`src/rtl/branch_cond_unit_pkg.sv`:
```
`default_nettype none
// ============================================================================
// Module   : branch_cond_unit_pkg
// Brief    : Condition codes and FSM state encoding for the branch condition unit.
// Revision : 1.0
// ============================================================================
package branch_cond_unit_pkg;

  localparam logic [2:0] COND_EQZ = 3'd0;
  localparam logic [2:0] COND_NEZ = 3'd1;
  localparam logic [2:0] COND_GEZ = 3'd2;
  localparam logic [2:0] COND_LTZ = 3'd3;
  localparam logic [2:0] COND_GTZ = 3'd4;
  localparam logic [2:0] COND_LEZ = 3'd5;
  localparam logic [2:0] COND_EQA = 3'd6;
  localparam logic [2:0] COND_LTA = 3'd7;

  localparam logic [1:0] IDLE = 2'd0;
  localparam logic [1:0] EVAL = 2'd1;
  localparam logic [1:0] HOLD = 2'd2;

endpackage
`default_nettype wire

```
`src/rtl/branch_cond_unit_cond_eval.sv`:
```
`default_nettype none
// ============================================================================
// Module   : cond_eval
// Brief    : Combinational branch-condition comparator (shared with ALU flags).
// Revision : 1.0
// ============================================================================
module cond_eval
  import branch_cond_unit_pkg::*;
#(
  parameter int DATA_WIDTH = 32
) (
  input  logic [DATA_WIDTH-1:0] b,
  input  logic [DATA_WIDTH-1:0] a,
  input  logic [2:0]            cond,
  output logic                  result
);

  logic w_zero;
  logic w_neg;

  assign w_zero = (b == '0);
  assign w_neg  = b[DATA_WIDTH-1];

  always_comb begin
    result = 1'b0;
    case (cond)
      COND_EQZ: result = w_zero;
      COND_NEZ: result = !w_zero;
      COND_GEZ: result = !w_neg;
      COND_LTZ: result = w_neg;
      COND_GTZ: result = !w_neg && !w_zero;
      COND_LEZ: result = w_neg || w_zero;
      COND_EQA: result = (b == a);
      COND_LTA: result = ($signed(b) < $signed(a));
      default:  result = 1'b0;
    endcase
  end

endmodule
`default_nettype wire

```
`src/rtl/branch_cond_unit.sv`:
```
`default_nettype none
// ============================================================================
// Module   : branch_cond_unit
// Brief    : Branch condition evaluation with valid/ack hold, overrun flag and
//            saturating evaluation/taken counters.
// Revision : 1.0
// ============================================================================
module branch_cond_unit
  import branch_cond_unit_pkg::*;
#(
  parameter int DATA_WIDTH  = 32,
  parameter int CNT_WIDTH   = 16,
  parameter int REG_INPUT   = 0,
  parameter int LEGACY_MODE = 0
) (
  input  logic                  clk,
  input  logic                  clr,
  input  logic                  con_in,
  input  logic                  opa_in,
  input  logic [2:0]            ir_cond,
  input  logic [DATA_WIDTH-1:0] bus_mux_out,
  input  logic                  q_ack,
  input  logic                  cnt_clr,
  output logic                  q,
  output logic                  q_valid,
  output logic                  busy,
  output logic                  overrun,
  output logic [CNT_WIDTH-1:0]  eval_cnt,
  output logic [CNT_WIDTH-1:0]  taken_cnt
);

  localparam logic [CNT_WIDTH-1:0] c_cnt_one      = CNT_WIDTH'(1);
  localparam logic [1:0]           c_accept_state = (REG_INPUT != 0) ? EVAL : HOLD;

  logic [1:0]            r_state;
  logic [1:0]            w_next_state;
  logic [DATA_WIDTH-1:0] r_opa;
  logic [DATA_WIDTH-1:0] w_eval_b;
  logic [DATA_WIDTH-1:0] w_eval_a;
  logic [2:0]            w_cond_in;
  logic [2:0]            w_eval_cond;
  logic                  w_result;
  logic                  w_accept;
  logic                  w_register;
  logic                  w_overrun_set;
  logic                  r_q;
  logic                  r_overrun;
  logic [CNT_WIDTH-1:0]  r_eval_cnt;
  logic [CNT_WIDTH-1:0]  r_taken_cnt;

  generate
    if (LEGACY_MODE != 0) begin : g_legacy
      logic w_unused_cond;
      assign w_unused_cond = ir_cond[2];
      assign w_cond_in     = {1'b0, ir_cond[1:0]};
    end else begin : g_full
      assign w_cond_in = ir_cond;
    end
  endgenerate

  assign w_accept      = con_in && ((r_state == IDLE) || ((r_state == HOLD) && q_ack));
  assign w_overrun_set = con_in && (r_state == HOLD) && !q_ack;

  // Operand A is captured alongside B so a coincident opa_in never leaks in.
  generate
    if (REG_INPUT != 0) begin : g_reg_input
      logic [DATA_WIDTH-1:0] r_b;
      logic [DATA_WIDTH-1:0] r_a;
      logic [2:0]            r_cond;
      always_ff @(posedge clk or negedge clr) begin
        if (!clr) begin
          r_b    <= '0;
          r_a    <= '0;
          r_cond <= '0;
        end else if (w_accept) begin
          r_b    <= bus_mux_out;
          r_a    <= r_opa;
          r_cond <= w_cond_in;
        end
      end
      assign w_eval_b    = r_b;
      assign w_eval_a    = r_a;
      assign w_eval_cond = r_cond;
      assign w_register  = (r_state == EVAL);
    end else begin : g_direct
      assign w_eval_b    = bus_mux_out;
      assign w_eval_a    = r_opa;
      assign w_eval_cond = w_cond_in;
      assign w_register  = w_accept;
    end
  endgenerate

  cond_eval #(
    .DATA_WIDTH (DATA_WIDTH)
  ) u_cond_eval (
    .b      (w_eval_b),
    .a      (w_eval_a),
    .cond   (w_eval_cond),
    .result (w_result)
  );

  always_ff @(posedge clk or negedge clr) begin
    if (!clr) r_state <= IDLE;
    else      r_state <= w_next_state;
  end

  always_comb begin
    w_next_state = r_state;
    case (r_state)
      IDLE:    if (con_in) w_next_state = c_accept_state;
      EVAL:    w_next_state = HOLD;
      HOLD:    if (q_ack) w_next_state = con_in ? c_accept_state : IDLE;
      default: w_next_state = IDLE;
    endcase
  end

  always_comb begin
    busy    = (r_state == EVAL);
    q_valid = (r_state == HOLD);
  end

  always_ff @(posedge clk or negedge clr) begin
    if (!clr) begin
      r_opa       <= '0;
      r_q         <= 1'b0;
      r_overrun   <= 1'b0;
      r_eval_cnt  <= '0;
      r_taken_cnt <= '0;
    end else begin
      if (opa_in)        r_opa     <= bus_mux_out;
      if (w_register)    r_q       <= w_result;
      if (w_overrun_set) r_overrun <= 1'b1;
      if (cnt_clr) begin
        r_eval_cnt  <= '0;
        r_taken_cnt <= '0;
      end else if (w_register) begin
        if (r_eval_cnt != '1)              r_eval_cnt  <= r_eval_cnt + c_cnt_one;
        if (w_result && r_taken_cnt != '1) r_taken_cnt <= r_taken_cnt + c_cnt_one;
      end
    end
  end

  assign q         = r_q;
  assign overrun   = r_overrun;
  assign eval_cnt  = r_eval_cnt;
  assign taken_cnt = r_taken_cnt;

endmodule
`default_nettype wire

```
`config.mk`:
```
export PLATFORM = sky130hd
export DESIGN_NAME = branch_cond_unit
export DESIGN_NICKNAME = d
export VERILOG_FILES = /design/src/rtl/branch_cond_unit_pkg.sv /design/src/rtl/branch_cond_unit_cond_eval.sv /design/src/rtl/branch_cond_unit.sv
export SDC_FILE = /design/constraint.sdc
export NUM_CORES = 1
export LEC_CHECK = 0
export ABC_CLOCK_PERIOD_IN_PS = 6500
export BUFFER_PORTS_ARGS = -buffer_cell sky130_fd_sc_hd__buf_2
export CAP_MARGIN = 40
export CORE_MARGIN = 2
export CORE_UTILIZATION = 30
export DETAILED_ROUTE_END_ITERATION = 10
export PLACE_DENSITY = 0.61
export SYNTH_ARGS = -nofsm -noshare
export SYNTH_HDL_FRONTEND = slang
export SYNTH_SLANG_ARGS = --single-unit
export TNS_END_PERCENT = 100
```
`constraint.sdc`:
```
create_clock -name clk -period 6.5 [get_ports clk]
set_input_delay 1.95 -clock clk [delete_from_list [all_inputs] [get_ports clk]]
set_output_delay 1.95 -clock clk [all_outputs]
set_load 0.02 [all_outputs]
```
==> impl_metrics.json, run 1 <==
{
  "area_growth_pct": 22.9,
  "peakVddDrop_mv": 0.115,
  "swShare": 0.249,
  "comb_power_share": 0.138,
  "synth_cell_types": 44,
  "drc": 0,
  "criticalPathCategory": "primary input to flip-flop",
  "yosysMostFrequentCell": "dfrtp_1",
  "synth_top_cells_by_count": "dfrtp_1, nand2_1, inv_1, o21ai_0, ha_1",
  "synth_flop_cell": "dfrtp_1",
  "clock_sinks": 67,
  "setup_viol": 0,
  "yosys.area.top_type": "dfrtp_1",
  "layout_min_cycle_time_ns": 4.26,
  "dp_hpwl_um": 6830,
  "dieArea_um2": 14200,
  "fmax_ghz": 0.235,
  "total_power_w": 0.00114,
  "crit_path_start": "bus_mux_out[10]",
  "hold_depth": 1,
  "regArea_um2": 1680,
  "setup_slack_ns": 2.24,
  "cts.clk_slew.worst_paths_ns": 0.05,
  "cp-end-kind": "flip-flop",
  "final_layout_size_suffix_gt1_frac": 0.210,
  "tns_ns": 0,
  "hold_viol": 0,
  "status": "finished clean",
  "cell_internal_pwr_w": 0.000854,
  "cp-start-kind": "primary input",
  "cts_tree": "built",
  "ctsHoldBuffers": 0,
  "synth_edf_count": 0,
  "nNetsFinal": 590,
  "postCtsSetupBuffers": 0,
  "hp-start": "overrun$_DFFE_PN0P_",
  "ys_ff_latch": 67,
  "die_y_um": 119,
  "num_io_pins": 77,
  "first_pass_iters": 4,
  "whs_ns": 0.467,
  "leakage_nw": 2.36,
  "fin_util": 0.373,
  "core.rowCount": 42,
  "grt_pass1_vias": 3292,
  "io_buffer_count": 75,
  "r2r_end": "taken_cnt[0]$_DFFE_PN0P_",
  "finalWeightedCongestion": 0.772,
  "wl_per_cell_um": 13.4,
  "worstPathMaxFanout": 22,
  "synth.top_cell.area_share": 0.423,
  "cp_data_arrival_time_ns": 4.48,
  "clock_skew_ns": 0.00762,
  "hold_path_end": "overrun$_DFFE_PN0P_",
  "ant_nets": 0,
  "worst-r2r-cell-count": 12,
  "grt_use_total": 0.140,
  "maxSlewHeadroom": 0.404,
  "syn_inst": 442,
  "via_count": 3354,
  "numCtsBuffers": 9,
  "grt_pass1_wl_um": 16000,
  "hold_class": "flip-flop to flip-flop",
  "syn_avg_cell_area_um2": 8.98,
  "grt_max_degree": 64,
  "ff2ff_setup_slack_ns": 3.62,
  "rsz0062_at_grt": "false",
  "nFillCells": 1358,
  "seqPwrFrac": 0.392,
  "switching_power_w": 0.000283,
  "synthArstFlopShare": 1.00,
  "start_util": 0.303,
  "max_cap_viol_count": 0,
  "routed_via_density": 4.82,
  "clk_latency_ns": 0.33,
  "antenna_found_initial": 0,
  "clock_path_buffers": 2,
  "gr-total-overflow": 0,
  "drtIter0Drc": 144,
  "clock_power_share": 0.469,
  "cts_resized": 0,
  "multiInputGateArea_um2": 2070,
  "fin_crit_sh": 0.656,
  "timing.rr.start": "r_opa[10]$_DFFE_PN0P_",
  "cellPowerDensity_nw_per_um2": 233,
  "yosys_warnings": 0,
  "ys_seq_area_frac": 0.423,
  "synth_area_um2": 3970,
  "antenna_cells": 0,
  "netlist_top_cells_area": "dfrtp_1, ha_1, nand2_1, o21ai_0, inv_1",
  "root_buffer": "clkbuf_16",
  "pre_cts_ws_ns": 1.89,
  "synth.net_count": 517,
  "worstMarginPinSlew_ns": 0.894,
  "crit_required_ns": 6.71,
  "htreeDepth": 3,
  "die_x_um": 119,
  "totalWireLength_um": 9340,
  "coreArea_um2": 13100,
  "slew_violations": 0
}
==> sequential cells by signal, indices dropped and copies added, names as in the netlist <==
signal / cells
eval_cnt: 16
overrun: 1
q: 1
r_opa: 32
r_state: 1
taken_cnt: 16
==> routing by layer <==
metal	track usage	vias to the layer above	part of all wire
li1	-	1693	-
met1	0.188	1602	0.49
met2	0.217	49	0.45
met3	0.0350	10	0.039
met4	0.0580	0	0.013
met5	0	-	0
==> stage by stage <==
step                std cells  area (µm²)
CTS                       696        4880
floorplan                 442        3970
global placement          678        4510
global route              696        4880
finish                    696        4880
detailed placement        680        4550
==> final cells by class <==
class	instances	area share
Clock inverter	4	0.0149
Inverter	39	0.0300
Clock buffer	12	0.0526
Multi-Input combinational cell	319	0.425
Tap cell	176	0.0452
Timing Repair Buffer	79	0.0880
Sequential cell	67	0.344
==> power by group through the flow <==
| stage | clock network [W] | registers (W) | logic [W] |
|---|---|---|---|
| after floorplan | 0 | 0.000456 | 0.0000948 |
| after global placement | 0 | 0.000453 | 0.000150 |
| after detailed placement | 0 | 0.000454 | 0.000158 |
| after CTS | 0.000552 | 0.000446 | 0.000160 |
| after global routing | 0.000568 | 0.000448 | 0.000182 |
| final | 0.000534 | 0.000446 | 0.000157 |
==> how the worst max path moves through the flow <==
| stage | endpoint | slack (ns) | cells past startpoint |
|---|---|---|---|
| after floorplan | taken_cnt[0]$_DFFE_PN0P_ | 2.22 | 11 |
| after global placement | taken_cnt[0]$_DFFE_PN0P_ | 1.63 | 11 |
| after detailed placement | taken_cnt[0]$_DFFE_PN0P_ | 1.89 | 12 |
| after CTS | taken_cnt[0]$_DFFE_PN0P_ | 2.23 | 12 |
| after global routing | taken_cnt[0]$_DFFE_PN0P_ | 2.09 | 12 |
| final | taken_cnt[0]$_DFFE_PN0P_ | 2.24 | 12 |
==> cells in the final DEF, fill, tap and decap left out, types with 2 or more instances in the layout <==
master	n
a21oi_1	23
a221oi_1	2
a41oi_2	2
and2_1	3
and3_1	8
and3b_1	2
and4_1	5
buf_2	75
buf_4	2
bufinv_16	2
clkbuf_16	9
clkbuf_8	2
dfrtp_1	67
ha_1	34
inv_1	39
mux2_2	10
mux2i_1	2
nand2_1	64
nand2b_1	3
nand3_1	9
nand4_1	12
nor2_1	31
nor2b_1	9
nor3_1	2
nor3b_1	2
nor4_1	14
o21a_1	2
o21ai_0	39
o31ai_1	3
o41ai_1	3
or3_1	5
or4_1	3
or4b_1	3
xnor2_1	4
xor2_1	9
==> cell families after synthesis <==
logic type,Yosys count,share of synthesized area
AO/OA/AOI/OAI,82,0.122
XOR/XNOR,13,0.0287
adder cells (fa/ha/maj),34,0.107
buffers and inverters,56,0.0565
flip-flops,67,0.423
multiplexers,12,0.0334
other,1,0.000945
AND/OR/NAND/NOR,177,0.228
==> worst max-delay path: stages <==
cell      delay, ns
buf_2          0.12
ha_1           0.34
a21oi_1        0.16
nand2_1        0.07
a221oi_1       0.27
o221ai_1       0.17
a21oi_1        0.19
xnor2_1        0.15
a41oi_2        0.14
buf_6          0.18
nor3_1         0.33
mux2_2         0.38
No activity file was read; power rests on OpenSTA's default activity.
==> run 2: changes to the inputs <==
--- a/config.mk
+++ b/config.mk
@@ -5,13 +5,14 @@
 export SDC_FILE = /design/constraint.sdc
 export NUM_CORES = 1
 export LEC_CHECK = 0
-export ABC_CLOCK_PERIOD_IN_PS = 6500
+export ABC_AREA = 1
+export ABC_CLOCK_PERIOD_IN_PS = 4400
 export BUFFER_PORTS_ARGS = -buffer_cell sky130_fd_sc_hd__buf_2
 export CAP_MARGIN = 40
 export CORE_MARGIN = 2
 export CORE_UTILIZATION = 30
 export DETAILED_ROUTE_END_ITERATION = 10
-export PLACE_DENSITY = 0.61
+export PLACE_DENSITY = 0.6
 export SYNTH_ARGS = -nofsm -noshare
 export SYNTH_HDL_FRONTEND = slang
 export SYNTH_SLANG_ARGS = --single-unit
==> constraint.sdc (replaced) <==
create_clock -name clk -period 4.4 [get_ports clk]
set_input_delay 1.32 -clock clk [delete_from_list [all_inputs] [get_ports clk]]
set_output_delay 1.32 -clock clk [all_outputs]
set_load 0.02 [all_outputs]
==> impl_metrics.json, run 2 <==
{
  "cpMostUsedCell": "nand2_1",
  "gr-total-overflow": 0,
  "antenna_cells": 0,
  "cp_data_arrival_time_ns": 3.25,
  "hold_path_end": "overrun$_DFFE_PN0P_",
  "setup_slack_ns": 1.42,
  "regArea_um2": 1680,
  "cts.clk_slew.worst_paths_ns": 0.05,
  "num_io_pins": 77,
  "synth_flop_cell": "dfrtp_1",
  "worstPathMaxFanout": 17,
  "setup_viol": 0,
  "grt_max_degree": 51,
  "ant_nets": 0,
  "area_growth_pct": 22.5,
  "r2r_end": "taken_cnt[1]$_DFFE_PN0P_",
  "cellPowerDensity_nw_per_um2": 348,
  "final_layout_size_suffix_gt1_frac": 0.180,
  "timing.rr.start": "r_opa[5]$_DFFE_PN0P_",
  "nFillCells": 1493,
  "io_buffer_count": 75,
  "syn_inst": 559,
  "worst-r2r-cell-count": 17,
  "synth_area_um2": 4190,
  "place_area_um2": 4770,
  "ys_ff_latch": 67,
  "layout_min_cycle_time_ns": 2.98,
  "nNetsFinal": 709,
  "hold_class": "flip-flop to flip-flop",
  "multiInputGateArea_um2": 2170,
  "status": "finished clean",
  "cts_resized": 0,
  "first_pass_iters": 5,
  "grt_use_total": 0.140,
  "wl_per_cell_um": 11.9,
  "synth.top_cell.area_share": 0.400,
  "slowest_delay_ns": 0.33,
  "clock_sinks": 67,
  "largest_reg_flops": 32,
  "grt_pass1_wl_um": 16500,
  "tns_ns": 0,
  "netlist_top_cells_area": "dfrtp_1, nand2_1, ha_1, inv_1, nor2_1",
  "clock_path_buffers": 2,
  "synth.net_count": 634,
  "die_x_um": 122,
  "yosys_warnings": 0,
  "ctsHoldBuffers": 0,
  "root_buffer": "clkbuf_16",
  "cts_tree": "built",
  "crit_path_cell_trace": "buf_2 > ha_1 > a21oi_1 > o21a_1 > nand2_1 > a21oi_1 > nand2_1 > nand2_1 > nand3_1 > nand2_1 > nand3_4 > nand2_4 > nand2_1 > nand2_1",
  "dieArea_um2": 14900,
  "final_cell_mix": "nand2_1, buf_2, inv_1, dfrtp_1, nor2_1",
  "cp-end-kind": "flip-flop",
  "critPathSlowestCell": "ha_1",
  "slew_violations": 0,
  "synth_top_cells_by_count": "nand2_1, dfrtp_1, inv_1",
  "crit_required_ns": 4.67,
  "synthArstFlopShare": 1.00,
  "hp-start": "overrun$_DFFE_PN0P_",
  "drc": 0,
  "numCtsBuffers": 9,
  "largest-register": "r_opa",
  "clock_skew_ns": 0.00645,
  "coreArea_um2": 13800,
  "dp_hpwl_um": 7180,
  "totalWireLength_um": 9730,
  "finalWeightedCongestion": 0.798,
  "clk_latency_ns": 0.33,
  "ff2ff_setup_slack_ns": 2.17,
  "htreeDepth": 3,
  "peakVddDrop_mv": 0.195,
  "rsz0062_at_grt": "false",
  "max_cap_viol_count": 0,
  "die_y_um": 122,
  "grt_pass1_vias": 3510,
  "design_area_um2": 5130,
  "place_inst": 803,
  "criticalPathCategory": "primary input to flip-flop",
  "hold_viol": 0,
  "postCtsSetupBuffers": 0,
  "core.rowCount": 43,
  "ys_seq_area_frac": 0.400,
  "yosys.area.top_type": "dfrtp_1",
  "cp-start-kind": "primary input",
  "synth_cell_types": 41,
  "stdcell_count": 819,
  "layout_commonest_cell": "nand2_1",
  "antenna_found_initial": 0,
  "fmax_ghz": 0.335,
  "pre_cts_ws_ns": 1.05,
  "routed_via_density": 4.45,
  "syn_avg_cell_area_um2": 7.50,
  "total_power_w": 0.00179,
  "yosysMostFrequentCell": "nand2_1",
  "hold_depth": 1,
  "synth_edf_count": 0,
  "fin_crit_sh": 0.677,
  "start_util": 0.304,
  "leakage_nw": 2.62,
  "drtIter0Drc": 244,
  "via_count": 3642
}
## run 2: cell count changes in the layout (fill, tap and decap cells not counted), moves of 8 or more
cell / previous run / this run
inv_1: 39 / 67
nor4_1: 14 / 1
and3_1: 8 / 0
nor3_1: 2 / 11
nand2_1: 64 / 149
nand3_1: 9 / 30
nor2b_1: 9 / 0
mux2_2: 10 / 0
nor2_1: 31 / 60
## run 2: area by class of cell
class,count,area share
multi-input combinational,405,0.422
sequential,67,0.327
timing repair buffer,79,0.0839
inverter,72,0.0527
clock buffer,12,0.0519
tap,180,0.0439
clock inverter,4,0.0185
## run 2: worst max-delay path: cells and delay by family
kind                     cells  cell delay [ns]
adder cells (fa/ha/maj)      1             0.33
buffers and inverters        1             0.13
AND/OR/NAND/NOR              9             0.99
AO/OA/AOI/OAI                3             0.47
## run 2: where the power goes
group          switching (W)  internal [W]  total, W
logic               0.000156     0.0000913  0.000247
clock network       0.000273      0.000599  0.000873
registers          0.0000153      0.000650  0.000666
total               0.000445       0.00134   0.00179
## run 2: metal layers
| layer | GRT usage | up-vias | share of wire |
|---|---|---|---|
| li1 | - | 1956 | - |
| met1 | 0.193 | 1623 | 0.50 |
| met2 | 0.215 | 49 | 0.45 |
| met3 | 0.0215 | 14 | 0.035 |
| met4 | 0.0654 | 0 | 0.022 |
| met5 | 0 | - | 0 |
## run 2: worst max-delay path by stage
stage | startpoint | end | slack, ns | cells after the start
CTS | bus_mux_out[31] | taken_cnt[1]$_DFFE_PN0P_ | 1.39 | 14
detailed placement | bus_mux_out[31] | taken_cnt[15]$_DFFE_PN0P_ | 1.05 | 14
finish | bus_mux_out[31] | taken_cnt[1]$_DFFE_PN0P_ | 1.42 | 14
global route | bus_mux_out[31] | taken_cnt[1]$_DFFE_PN0P_ | 1.08 | 14
global placement | bus_mux_out[31] | taken_cnt[2]$_DFFE_PN0P_ | 1.04 | 14
floorplan | bus_mux_out[31] | taken_cnt[9]$_DFFE_PN0P_ | 1.53 | 14
## run 2: logic make-up after synthesis
family | Yosys count | share of synthesized area
XOR/XNOR | 7 | 0.0146
flip-flops | 67 | 0.400
buffers and inverters | 87 | 0.0827
AND/OR/NAND/NOR | 279 | 0.292
AO/OA/AOI/OAI | 84 | 0.108
other | 1 | 0.000895
adder cells (fa/ha/maj) | 34 | 0.102
## run 2: metrics by stage
step	util	hold slack, ns
3_5_place_dp	0.346	0.465
2_1_floorplan	-	0.493
3_3_place_gp	0.343	0.463
4_1_cts	0.373	0.481
6_report	0.373	0.479
5_1_grt	0.373	0.515
